[src/rtl/press_bcd_counter_pkg.sv]
// Shared BCD constants and the single-digit increment used by the press counter.
package press_bcd_counter_pkg;

  localparam int         BCD_W    = 4;
  localparam logic [3:0] BCD_MAX  = 4'd9;
  localparam logic [3:0] BCD_ZERO = 4'd0;

  // One BCD digit stepped by one; 9 rolls over to 0 (the caller handles the carry).
  function automatic logic [BCD_W-1:0] bcdIncrement(input logic [BCD_W-1:0] digit);
    return (digit == BCD_MAX) ? BCD_ZERO : digit + 4'd1;
  endfunction

endpackage

[src/rtl/press_bcd_counter_debouncer.sv]
// Two-flop synchroniser, stability counter and press-edge detection for one
// raw push-button. Everything downstream sees the level as "pressed" = 1.
module button_debouncer
  import press_bcd_counter_pkg::*;
#(
  parameter int DEBOUNCE_CYCLES = 500000,
  parameter bit BTN_ACTIVE_LOW  = 1'b1
) (
  input  logic clk,
  input  logic rst_n,
  input  logic btn_raw,
  output logic pressed_level,
  output logic press_pulse,
  output logic press_event
);

  localparam int               CNT_W        = $clog2(DEBOUNCE_CYCLES);
  localparam logic [CNT_W-1:0] CNT_LAST     = CNT_W'(DEBOUNCE_CYCLES - 1);
  localparam logic             RAW_RELEASED = BTN_ACTIVE_LOW;

  logic             r_sync1;
  logic             r_sync2;
  logic             r_stable;
  logic [CNT_W-1:0] r_cnt;
  logic             r_pressPulse;
  logic             w_syncPressed;
  logic             w_differs;
  logic             w_accept;

  assign w_syncPressed = r_sync2 ^ RAW_RELEASED;
  assign w_differs     = (w_syncPressed != r_stable);
  assign w_accept      = w_differs && (r_cnt == CNT_LAST);
  assign press_event   = w_accept && w_syncPressed;
  assign pressed_level = r_stable;
  assign press_pulse   = r_pressPulse;

  // Bring the asynchronous button into the clock domain, idling at the released level.
  always_ff @(posedge clk or negedge rst_n) begin
    if (!rst_n) begin
      r_sync1 <= RAW_RELEASED;
      r_sync2 <= RAW_RELEASED;
    end else begin
      r_sync1 <= btn_raw;
      r_sync2 <= r_sync1;
    end
  end

  // Accept a new level only after it has differed from the stable one for the full window.
  always_ff @(posedge clk or negedge rst_n) begin
    if (!rst_n) begin
      r_stable <= 1'b0;
      r_cnt    <= '0;
    end else if (!w_differs) begin
      r_cnt <= '0;
    end else if (w_accept) begin
      r_stable <= w_syncPressed;
      r_cnt    <= '0;
    end else begin
      r_cnt <= r_cnt + CNT_W'(1);
    end
  end

  // Strobe for the cycle following a released-to-pressed flip of the stable level.
  always_ff @(posedge clk or negedge rst_n) begin
    if (!rst_n) begin
      r_pressPulse <= 1'b0;
    end else begin
      r_pressPulse <= press_event;
    end
  end

endmodule

[src/rtl/press_bcd_counter.sv]
// Button press counter front end: debounced presses drive a DIGITS-wide BCD
// count whose digits feed the 7-segment encoders directly.
module press_bcd_counter
  import press_bcd_counter_pkg::*;
#(
  parameter int DIGITS          = 4,
  parameter int DEBOUNCE_CYCLES = 500000,
  parameter bit BTN_ACTIVE_LOW  = 1'b1
) (
  input  logic                  clk,
  input  logic                  rst_n,
  input  logic                  btn_raw,
  input  logic                  clr,
  output logic [4*DIGITS-1:0]   digits,
  output logic                  press_pulse,
  output logic                  overflow
);

  logic                      w_pressedLevel;
  logic                      w_pressEvent;
  logic                      w_countEn;
  logic [DIGITS:0]           w_carry;
  logic [BCD_W*DIGITS-1:0]   w_incremented;
  logic [BCD_W*DIGITS-1:0]   r_digits;
  logic                      r_overflow;

  button_debouncer #(
    .DEBOUNCE_CYCLES (DEBOUNCE_CYCLES),
    .BTN_ACTIVE_LOW  (BTN_ACTIVE_LOW)
  ) u_debouncer (
    .clk           (clk),
    .rst_n         (rst_n),
    .btn_raw       (btn_raw),
    .pressed_level (w_pressedLevel),
    .press_pulse   (press_pulse),
    .press_event   (w_pressEvent)
  );

  // Only a released-to-pressed transition of the stable level advances the count.
  assign w_countEn  = w_pressEvent && !w_pressedLevel;
  assign w_carry[0] = w_countEn;

  for (genvar i = 0; i < DIGITS; i++) begin : g_digit
    logic [BCD_W-1:0] w_cur;
    assign w_cur                           = r_digits[BCD_W*i +: BCD_W];
    assign w_incremented[BCD_W*i +: BCD_W] = w_carry[i] ? bcdIncrement(w_cur) : w_cur;
    assign w_carry[i+1]                    = w_carry[i] && (w_cur == BCD_MAX);
  end

  // Register the rippled count; clear wins over a coincident press and suppresses overflow.
  always_ff @(posedge clk or negedge rst_n) begin
    if (!rst_n) begin
      r_digits   <= '0;
      r_overflow <= 1'b0;
    end else begin
      r_overflow <= w_carry[DIGITS] && !clr;
      if (clr) begin
        r_digits <= {DIGITS{BCD_ZERO}};
      end else begin
        r_digits <= w_incremented;
      end
    end
  end

  assign digits   = r_digits;
  assign overflow = r_overflow;

endmodule

[config.mk]
export PLATFORM = sky130hd
export DESIGN_NAME = press_bcd_counter
export DESIGN_NICKNAME = d
export VERILOG_FILES = /design/src/rtl/press_bcd_counter_pkg.sv /design/src/rtl/press_bcd_counter_debouncer.sv /design/src/rtl/press_bcd_counter.sv
export SDC_FILE = /design/constraint.sdc
export NUM_CORES = 1
export LEC_CHECK = 0
export CORE_UTILIZATION = 40
export CTS_CLUSTER_DIAMETER = 80
export DETAILED_ROUTE_END_ITERATION = 8
export GPL_ROUTABILITY_DRIVEN = 0
export PLACE_DENSITY = 0.62
export SLEW_MARGIN = 20
export SYNTH_ARGS = -nofsm -noshare
export SYNTH_HDL_FRONTEND = slang
export SYNTH_HIERARCHICAL = 1
export SYNTH_SLANG_ARGS = --single-unit
export TNS_END_PERCENT = 1
[constraint.sdc]
create_clock -name clk -period 6.6 [get_ports clk]
set_input_delay 0.66 -clock clk [delete_from_list [all_inputs] [get_ports clk]]
set_output_delay 0.66 -clock clk [all_outputs]
set_load 0.01 [all_outputs]
## Word-level counts from Yosys, hierarchy flattened

Index checks and enable logic that the tools add are counted.
Widths: inputs -> output; s select.

| storage, ports and cells | value |
|---|---|
| output and inout port bits | 18 |
| input port bits | 4 |
| register bits | 40 |

| cells by class | value |
|---|---|
| equality and inequality tests | 6 |
| add/sub/neg operators | 5 |
| reduce and logical (&&, ||, !) cells | 15 |
| bitwise gates (word level) | 1 |
| muxes and demuxes | 11 |

Operators with widths:

| cell | number |
|---|---|
| $mux 19 | 2 |
| $mux 4 | 8 |
| $add 19x1->19 const B | 1 |
| $eq 19x19->1 const B | 1 |
| $add 4x1->4 const B | 4 |
| $eq 4x4->1 const B | 4 |
| $mux 16 | 1 |
| $logic_and 1x1->1 | 8 |
| $reduce_bool 2->1 | 4 |
| $logic_not 1->1 | 2 |
| $reduce_and 2->1 | 1 |
| $ne 1x1->1 | 1 |
| $not 1->1 | 1 |

## Logic depth before layout (Yosys ltp)

Gate-level depths: netlist of the first run.

| logic depth | value |
|---|---|
| depth in word-level cells | 10 |
| depth in mapped cells | 10 |
| depth with buffers taken out | 8 |

## Modules after synthesis

Netlist of the first run, hierarchy kept.

By module, submodules not included:

| module | area an instance (µm²) | cells each | sequential area each (µm²) | instances |
|---|---|---|---|---|
| button_debouncer | 1,111.1 | 104 | 578.1 | 1 |
| press_bcd_counter | 1,029.7 | 106 | 425.4 | 1 |

## Least setup slack after synthesis of the first run

OpenSTA, ideal clock, no wires.

| timing | value |
|---|---|
| kind | register to register |
| start point | reg u_debouncer.r_cnt[11] |
| end point | reg r_digits[10] (netlist: digits[10]) |
| arrival | 2.470 ns |
| setup time | 0.125 ns |
| path slack | 4.005 ns |
| cell stages (with the launch flop) | 11 |
| buffers on the path | 2 |
| data required time | 6.475 ns |
| cell sequence | dfrtp_1 > nor4b_2 > nand2_1 > or4_4 > nor3_1 > nor2b_1 > buf_4 > and3_4 > buf_6 > nand2_1 > mux2_4 |

| on the way | value |
|---|---|
| longest elaborated chain between the ends | 7 |

RTL lines:

| item | line | RTL |
|---|---|---|
| start, declared | press_bcd_counter_debouncer.sv:24 | `logic [CNT_W-1:0] r_cnt;` |
| start signal, assigned | press_bcd_counter_debouncer.sv:59 | `r_cnt <= r_cnt + CNT_W'(1);` |
| $eq 19x19->1 | press_bcd_counter_debouncer.sv:32 | `assign w_accept = w_differs && (r_cnt == CNT_LAST);` |
| $logic_and 1x1->1 | press_bcd_counter_debouncer.sv:32 |  |
| $logic_and 1x1->1 | press_bcd_counter_debouncer.sv:33 | `assign press_event = w_accept && w_syncPressed;` |
| named net w_pressEvent | press_bcd_counter.sv:20 | `logic w_pressEvent;` |
| $logic_and 1x1->1 | press_bcd_counter.sv:40 | `assign w_countEn = w_pressEvent && !w_pressedLevel;` |
| $logic_and 1x1->1 (2 in a row) | press_bcd_counter.sv:47 | `assign w_carry[i+1] = w_carry[i] && (w_cur == BCD_MAX);` |
| $reduce_bool 2->1 (no source line) | n/a |  |
| end signal, assigned | press_bcd_counter.sv:58 | `r_digits <= {DIGITS{BCD_ZERO}};` |
| end signal, assigned | press_bcd_counter.sv:60 | `r_digits <= w_incremented;` |
| end, declared | press_bcd_counter.sv:24 | `logic [BCD_W*DIGITS-1:0] r_digits;` |

The timed path passes the listed nets, and every way through them passes these cells.
A chain may end at the register's enable or synchronous reset.

## Worst setup path in the final report of the first run

| timing | value |
|---|---|
| start point | reg u_debouncer.r_cnt[12] |
| end point | reg r_digits[13] (netlist: digits[13]) |

| on the way | value |
|---|---|
| longest elaborated chain between the ends | 8 |

RTL lines:

| item | line |
|---|---|
| $eq 19x19->1 | press_bcd_counter_debouncer.sv:32 |
| $logic_and 1x1->1 | press_bcd_counter_debouncer.sv:32 |
| $logic_and 1x1->1 | press_bcd_counter_debouncer.sv:33 |
| named net w_pressEvent | press_bcd_counter.sv:20 |
| $logic_and 1x1->1 | press_bcd_counter.sv:40 |
| $logic_and 1x1->1 (3 in a row) | press_bcd_counter.sv:47 |
| $reduce_bool 2->1 (no source line) | n/a |

The timed path passes the listed nets, and every way through them passes these cells.

==> results of run 1 <==
flip-flops by register name, indices dropped and copies added, names as in the netlist:
| name | flops |
|---|---|
| overflow | 1 |
| u_debouncer/press_pulse | 1 |
| u_debouncer/r_sync1 | 1 |
| digits | 16 |
| u_debouncer/pressed_level | 1 |
| u_debouncer/r_cnt | 19 |
| u_debouncer/r_sync2 | 1 |
layer usage:
metal,GRT usage (%),vias to the layer above
met3,4.02,5
met2,20.3,21
met4,4.94,0
met1,22.8,708
li1,-,768
met5,0,-
area by class of cell:
class,instances,area (µm²)
Fill cell,495,2680
Inverter,7,26.3
Clock buffer,8,90.1
Multi-Input combinational cell,155,1050
Sequential cell,40,1000
Timing Repair Buffer,21,205
Tap cell,70,87.6
path summary, 6_finish.rpt:
kind | from | to | slack [ns] | cells after the start
hold reg to reg | u_debouncer/r_sync1 | u_debouncer/r_sync2 | 0.36 | 0
setup / recovery | u_debouncer/r_cnt[12] | digits[13] | 3.45 | 8
setup reg to reg | u_debouncer/r_cnt[12] | digits[13] | 3.45 | 8
min in group asynchronous | rst_n | u_debouncer/r_cnt[8] | 0.49 | 1
max in group asynchronous | rst_n | digits[3] | 5.55 | 1
hold / removal | u_debouncer/r_sync1 | u_debouncer/r_sync2 | 0.36 | 0
synth_stat cells (2+ instances only):
master	instances	area [µm²]
xor2_1	8	70.1
nor2_1	25	93.8
and4_1	2	17.5
nand2b_1	2	12.5
o21ai_0	5	25.0
dfstp_2	2	52.6
ha_1	9	113
buf_6	3	33.8
and3b_1	2	17.5
inv_1	7	26.3
nor4_1	3	18.8
and2_1	2	12.5
nor2b_1	5	31.3
nand4_1	7	43.8
or4_1	2	15.0
nand2_1	16	60.1
buf_2	2	10.0
or3_1	6	37.5
nor3_1	5	25.0
mux2i_1	4	40.0
a21oi_1	11	55.1
and3b_2	2	20.0
dfrtp_1	38	951
o31ai_1	3	22.5
xnor2_1	9	78.8
nor3b_1	2	15.0
nand3_1	10	50.1
logic make-up (layout without fill, tap and decap cells):
| logic type | after synthesis | after routing | share of synthesized area [%] |
|---|---|---|---|
| and+or+nand+nor | 100 | 100 | 26.4 |
| xor gates and xnor gates | 17 | 17 | 6.96 |
| AOI/OAI and AO/OA | 24 | 24 | 7.95 |
| DFF | 40 | 40 | 46.9 |
| adders and majority gates | 9 | 9 | 5.26 |
| buffers and inverters | 15 | 36 | 3.97 |
| muxes | 5 | 5 | 2.57 |
per-stage QoR:
step	instances	area (µm²)	hold WS [ns]	util, %	power, µW
2_1_floorplan	210	2140	0.345	-	261
3_3_place_gp	293	2370	0.348	46.2	268
3_5_place_dp	293	2370	0.347	46.2	268
4_1_cts	301	2460	0.358	48.0	435
5_1_grt	301	2460	0.361	48.0	446
6_report	301	2460	0.357	48.0	428
worst reg2reg max path, stage by stage (launching register included):
cell,delay (ns)
dfrtp_1,0.45
nor4b_2,0.27
nand2_1,0.14
or4_4,0.57
nor3_1,0.26
nor2b_1,0.56
nand4_4,0.23
or3_1,0.40
a21oi_1,0.17
power groups by stage:
stage          Clock, µW  Sequential, µW  Combinational, µW
6_report             166             249               13.4
5_1_grt              182             250               15.2
4_1_cts              171             249               13.9
3_5_place_dp           0             254               14.0
3_3_place_gp           0             254               14.0
2_1_floorplan          0             254               6.74
==> key figures, run 1 <==
Clock network
  • Clock sinks: 40
  • CTS clk-pin slew, worst paths: approximately 0.08 ns
  • H-tree depth: 2
  • Post-CTS Resized: 0
  • TritonCTS clock tree: done
  • Buffer count from post-CTS setup fixing: 0
  • Clock Root Buffer: clkbuf_8
  • Worst-Skew Late Latency: 0.29 ns
  • Largest buffer count on any clock path: 2
  • Hold Buf Count CTS: 0
  • Num CTS Buffers: 5

Power
  • Peak supply drop: around 0.0001 V
  • Sw frac: a little over a fifth
  • Clock power frac: about 39%
  • LEAKAGE: between 0.001 and 0.0015 µW
  • Sequential cell fraction of total power: between 50% and 60%
  • Gate power share: a little over 3%
  • Switching pwr: between 90 and 100 µW
  • Int Power: 337 µW
  • Total power per unit cell area: around 170 nW/µm²

Floorplan
  • Die W: about 75 µm
  • Number of top-level pins: 22
  • Chip height: between 70 and 80 µm
  • Row Count: 26
  • Die area: about 5600 µm²
  • Initial core utilization: a little over two fifths
  • CORE AREA: between 5000 and 6000 µm²

Critical path
  • Worst-path cell chain: nor4b_2 -> nand2_1 -> or4_4 -> nor3_1 -> nor2b_1 -> nand4_4 -> or3_1 -> a21oi_1
  • CP Max Fanout: 7
  • Critical setup path kind: flop to flop
  • Family with the most delay on the worst path: simple AND/OR/NAND/NOR gates
  • Slowest CP cell: or4_4
  • CP arrival: between 3 and 4 ns
  • Slowest cell delay on critical path: roughly 0.57 ns
  • Critical Path RT: around 7 ns
  • Worst Setup Start Kind: flop
  • Critical Path End Type: flop
  • Buf/Inv on CP: 0

Global route
  • Grt ovf: 0
  • Largest net degree at the start of global routing: between 40 and 50
  • Initial antenna violation count: 0
  • First-pass GRT wire length: roughly 6.3 mm
  • Vias in the first global route: 1298
  • All-Layer GR Usage: between 10% and 20%

Cells and area
  • # diodes: 0
  • Most frequent cells in the layout: dfrtp_1 (38), nor2_1 (25), clkdlybuf4s50_1 (20)
  • Commonest non-fill, non-tap cell in the layout: dfrtp_1
  • Area delta synth->final: 15.1%
  • Layout cell share with drive strength beyond 1: between 9 and 10%
  • Net count, final: roughly 240

Timing
  • Final Slew Violations: 0
  • Skew final: about 0.0070 ns
  • Tmin final: roughly 3.2 ns
  • RSZ-0062 raised after global routing: false
  • Final Hold Fails: 0
  • Setup-failing EPs final: 0
  • Max Fclk: about 320 MHz
  • Crit share post-route: roughly 48%
  • Final worst setup slack: ~3.4 ns
  • Final sum of negative setup slack: 0 ns
  • Slew margin rel.: ~37%
  • Worst slew pin tran: about 0.94 ns

Placement
  • Pre-CTS setup slack: roughly 3.5 ns
  • Post-DP HPWL: ~2.7 mm
  • Port Buffers: 21

Synthesis
  • Prevailing post-synth register cell: dfrtp_1
  • Post-Synthesis Cell Area: 2140 µm²
  • Asr flop ratio synth: between 90% and 100%
  • Avg Cell Area, Syn: slightly above 10 µm²
  • Synth cell types: 45
  • Syn nets: about 220
  • Post-Synthesis Cells: between 200 and 250
  • Sequential share of the synthesized area: 46.9%
  • Ys Warns: 6
  • Number of synthesized flops with an enable pin: 0
  • Seq cells post-synth: 40

Drt
  • M1 WL: ~2.1 mm
  • DRC viols: 0
  • WL met3: 125 µm
  • Vias: ~1500
  • DRT iter0 DRCs: 69
  • Post-DR vias/cell: 4.99
  • Routed Antenna Nets: 0
  • DRT Wirelength: 3.88 mm
  • Routed len/inst: about 13 µm
  • WL met2: between 1.5 and 2 mm
  • Top Metal Used: met4
  • Pre-Repair DR Iteration Count: 4

Hold path
  • Hold Path Class: flop to flop

Status
  • Status: finished, final reports clean

Run
  • Max_cap viols: 0
Note: power is estimated with default switching activity, not from simulation.
==> inputs of run 2 (changes only) <==
- clock period: 6.6 -> 3.2 ns (I/O delays scaled with it)
==> key figures, run 2 (synthesis gave the netlist of run 1 again) <==
Status
  • Status: finished, final reports clean

Critical path
  • Cells on worst reg2reg path: 9 (+1)
  • Critical setup path kind: flop to flop
  • Worst R2R Setup Slack: 0.43 ns (-3.02 ns)
  • CP arrival: 2.98 ns (-0.37 ns)
  • Reg-to-Reg End: digits[15]
  • CP Max Fanout: 7 (unchanged)
  • Critical Path RT: 3.41 ns (-3.39 ns)
  • Critical Path End Type: flop
  • Worst Setup Start Kind: flop
  • Worst r2r src: u_debouncer/r_cnt[10]

Power
  • Peak supply drop: 0.000164 V (+62%)
  • Total power per unit cell area: 395 nW/µm² (+130%)
  • LEAKAGE: 0.00105 µW (+2.8%)
  • Final Power: 993 µW (+130%)

Drt
  • WL met3: 101 µm (-19%)
  • Routed len/inst: 13.5 µm (+4.4%)
  • DRT Wirelength: 4.08 mm (+5.1%)
  • Top Metal Used: met4
  • Vias: 1559 (+3.8%)
  • DRC viols: 0 (unchanged)
  • WL met2: 1.79 mm (+11%)
  • Pre-Repair DR Iteration Count: 4 (unchanged)
  • Post-DR vias/cell: 5.15 (+3.1%)
  • DRT iter0 DRCs: 141 (+100%)
  • Routed Antenna Nets: 0 (unchanged)
  • M1 WL: 2.13 mm (+1.8%)

Floorplan
  • Number of top-level pins: 22 (unchanged)
  • Chip height: 75.2 µm (unchanged)
  • Row Count: 26 (unchanged)
  • Die W: 75.2 µm (unchanged)
  • Die area: 5650 µm² (unchanged)
  • CORE AREA: 5140 µm² (unchanged)
  • Initial core utilization: 41.7% (unchanged)

Cells and area
  • Layout cell share with drive strength beyond 1: 10.7% (+1.6 points)
  • Biggest register: u_debouncer/r_cnt
  • Max reg flops: 19 (unchanged)
  • Final Non-Filler Cells: 303 (+0.66%)
  • Commonest non-fill, non-tap cell in the layout: dfrtp_1
  • # diodes: 0 (unchanged)
  • Final Instance Area: 2520 µm² (+2.1%)
  • Area delta synth->final: 17.5%
  • Net count, final: 245 (+0.82%)
  • Most frequent cells in the layout: dfrtp_1 (38), nor2_1 (25), clkdlybuf4s50_1 (20)
  • Fillers: 519 (+4.8%)

Placement
  • Post-DP HPWL: 2.69 mm (-0.77%)
  • Pre-CTS setup slack: 0.434 ns (-3.02 ns)
  • Port Buffers: 21 (unchanged)
  • Post-DP Area: 2390 µm² (+0.63%)
  • Placed cell count: 295 (+0.68%)

Timing
  • Final Slew Violations: 0 (unchanged)
  • Skew final: 0.00805 ns (+0.00103 ns)
  • RSZ-0062 raised after global routing: false
  • Final worst setup slack: 0.428 ns (-3.02 ns)
  • Setup-failing EPs final: 0 (unchanged)
  • Tmin final: 2.77 ns (-0.380 ns)
  • Worst slew pin tran: 0.977 ns (+0.0342 ns)
  • Slew margin rel.: 34.6% (-2.3 points)
  • Crit share post-route: 86.6% (+39 points)
  • Final Hold Fails: 0 (unchanged)
  • Final sum of negative setup slack: 0 ns (unchanged)
  • Max Fclk: 361 MHz (+14%)

Clock network
  • Largest buffer count on any clock path: 2 (unchanged)
  • Hold Buf Count CTS: 0 (unchanged)
  • CTS clk-pin slew, worst paths: 0.08 ns (about the same)
  • Clock Root Buffer: clkbuf_8
  • Buffer count from post-CTS setup fixing: 0 (unchanged)
  • H-tree depth: 2 (unchanged)
  • Num CTS Buffers: 5 (unchanged)
  • Clock sinks: 40 (unchanged)
  • Worst-Skew Late Latency: 0.29 ns (about the same)
  • TritonCTS clock tree: done
  • Post-CTS Resized: 0 (unchanged)

Global route
  • Largest net degree at the start of global routing: 41 (unchanged)
  • First-pass GRT wire length: 6.69 mm (+5.8%)
  • All-Layer GR Usage: 15.9% (+0.92 points)
  • Vias in the first global route: 1414 (+8.9%)
  • Grt ovf: 0 (unchanged)
  • Initial antenna violation count: 0 (unchanged)

Run
  • Max_cap viols: 0 (unchanged)

Hold path
  • Hold Path Class: input port to asynchronous set/reset pin
[run 2: worst max-delay path by stage]
stage                             to                  start  cells after the start
after global routing      digits[12]  u_debouncer/r_cnt[14]                      9
final                     digits[15]  u_debouncer/r_cnt[10]                      9
after global placement    digits[15]  u_debouncer/r_cnt[10]                      9
after CTS                 digits[12]  u_debouncer/r_cnt[14]                      9
after floorplan           digits[10]  u_debouncer/r_cnt[11]                     10
after detailed placement   digits[7]  u_debouncer/r_cnt[14]                      9
[run 2: worst max-delay path, stage by stage (launching register included)]
cell and delay, ns:
dfrtp_1 0.42, nor4_1 0.29, nand2_1 0.16, or4_4 0.57, nor3_1 0.27, nor2b_1 0.17, buf_4 0.16, nand4_4 0.14
or3_1 0.37, a21oi_1 0.14
[run 2: area by class of cell]
| type | instances | area [µm²] | area share, % |
|---|---|---|---|
| tap | 70 | 87.6 | 3.48 |
| timing repair buffer | 23 | 220 | 8.75 |
| clock buffer | 7 | 96.3 | 3.83 |
| inverter | 7 | 26.3 | 1.04 |
| multi-input combinational | 155 | 1050 | 41.8 |
| clock inverter | 1 | 30.0 | 1.19 |
| sequential | 40 | 1000 | 39.9 |
[run 2: where the power goes]
group	internal, µW	total (µW)	leakage [µW]	switching, µW
Combinational	7.84	28.4	0.000438	20.5
Sequential	510	514	0.000550	3.78
Clock	275	450	0.0000645	175
[run 2: metal layers]
layer	vias up	track usage [%]
li1	774	-
met1	761	22.2
met2	19	23.7
met3	5	4.55
met4	0	5.14
met5	-	0
[run 2: per-stage QoR]
stage	util, %	hold slack (ns)
2_1_floorplan	-	0.0244
3_3_place_gp	46.5	0.346
3_5_place_dp	46.5	0.347
4_1_cts	49.0	0.184
5_1_grt	49.0	0.217
6_report	49.0	0.161
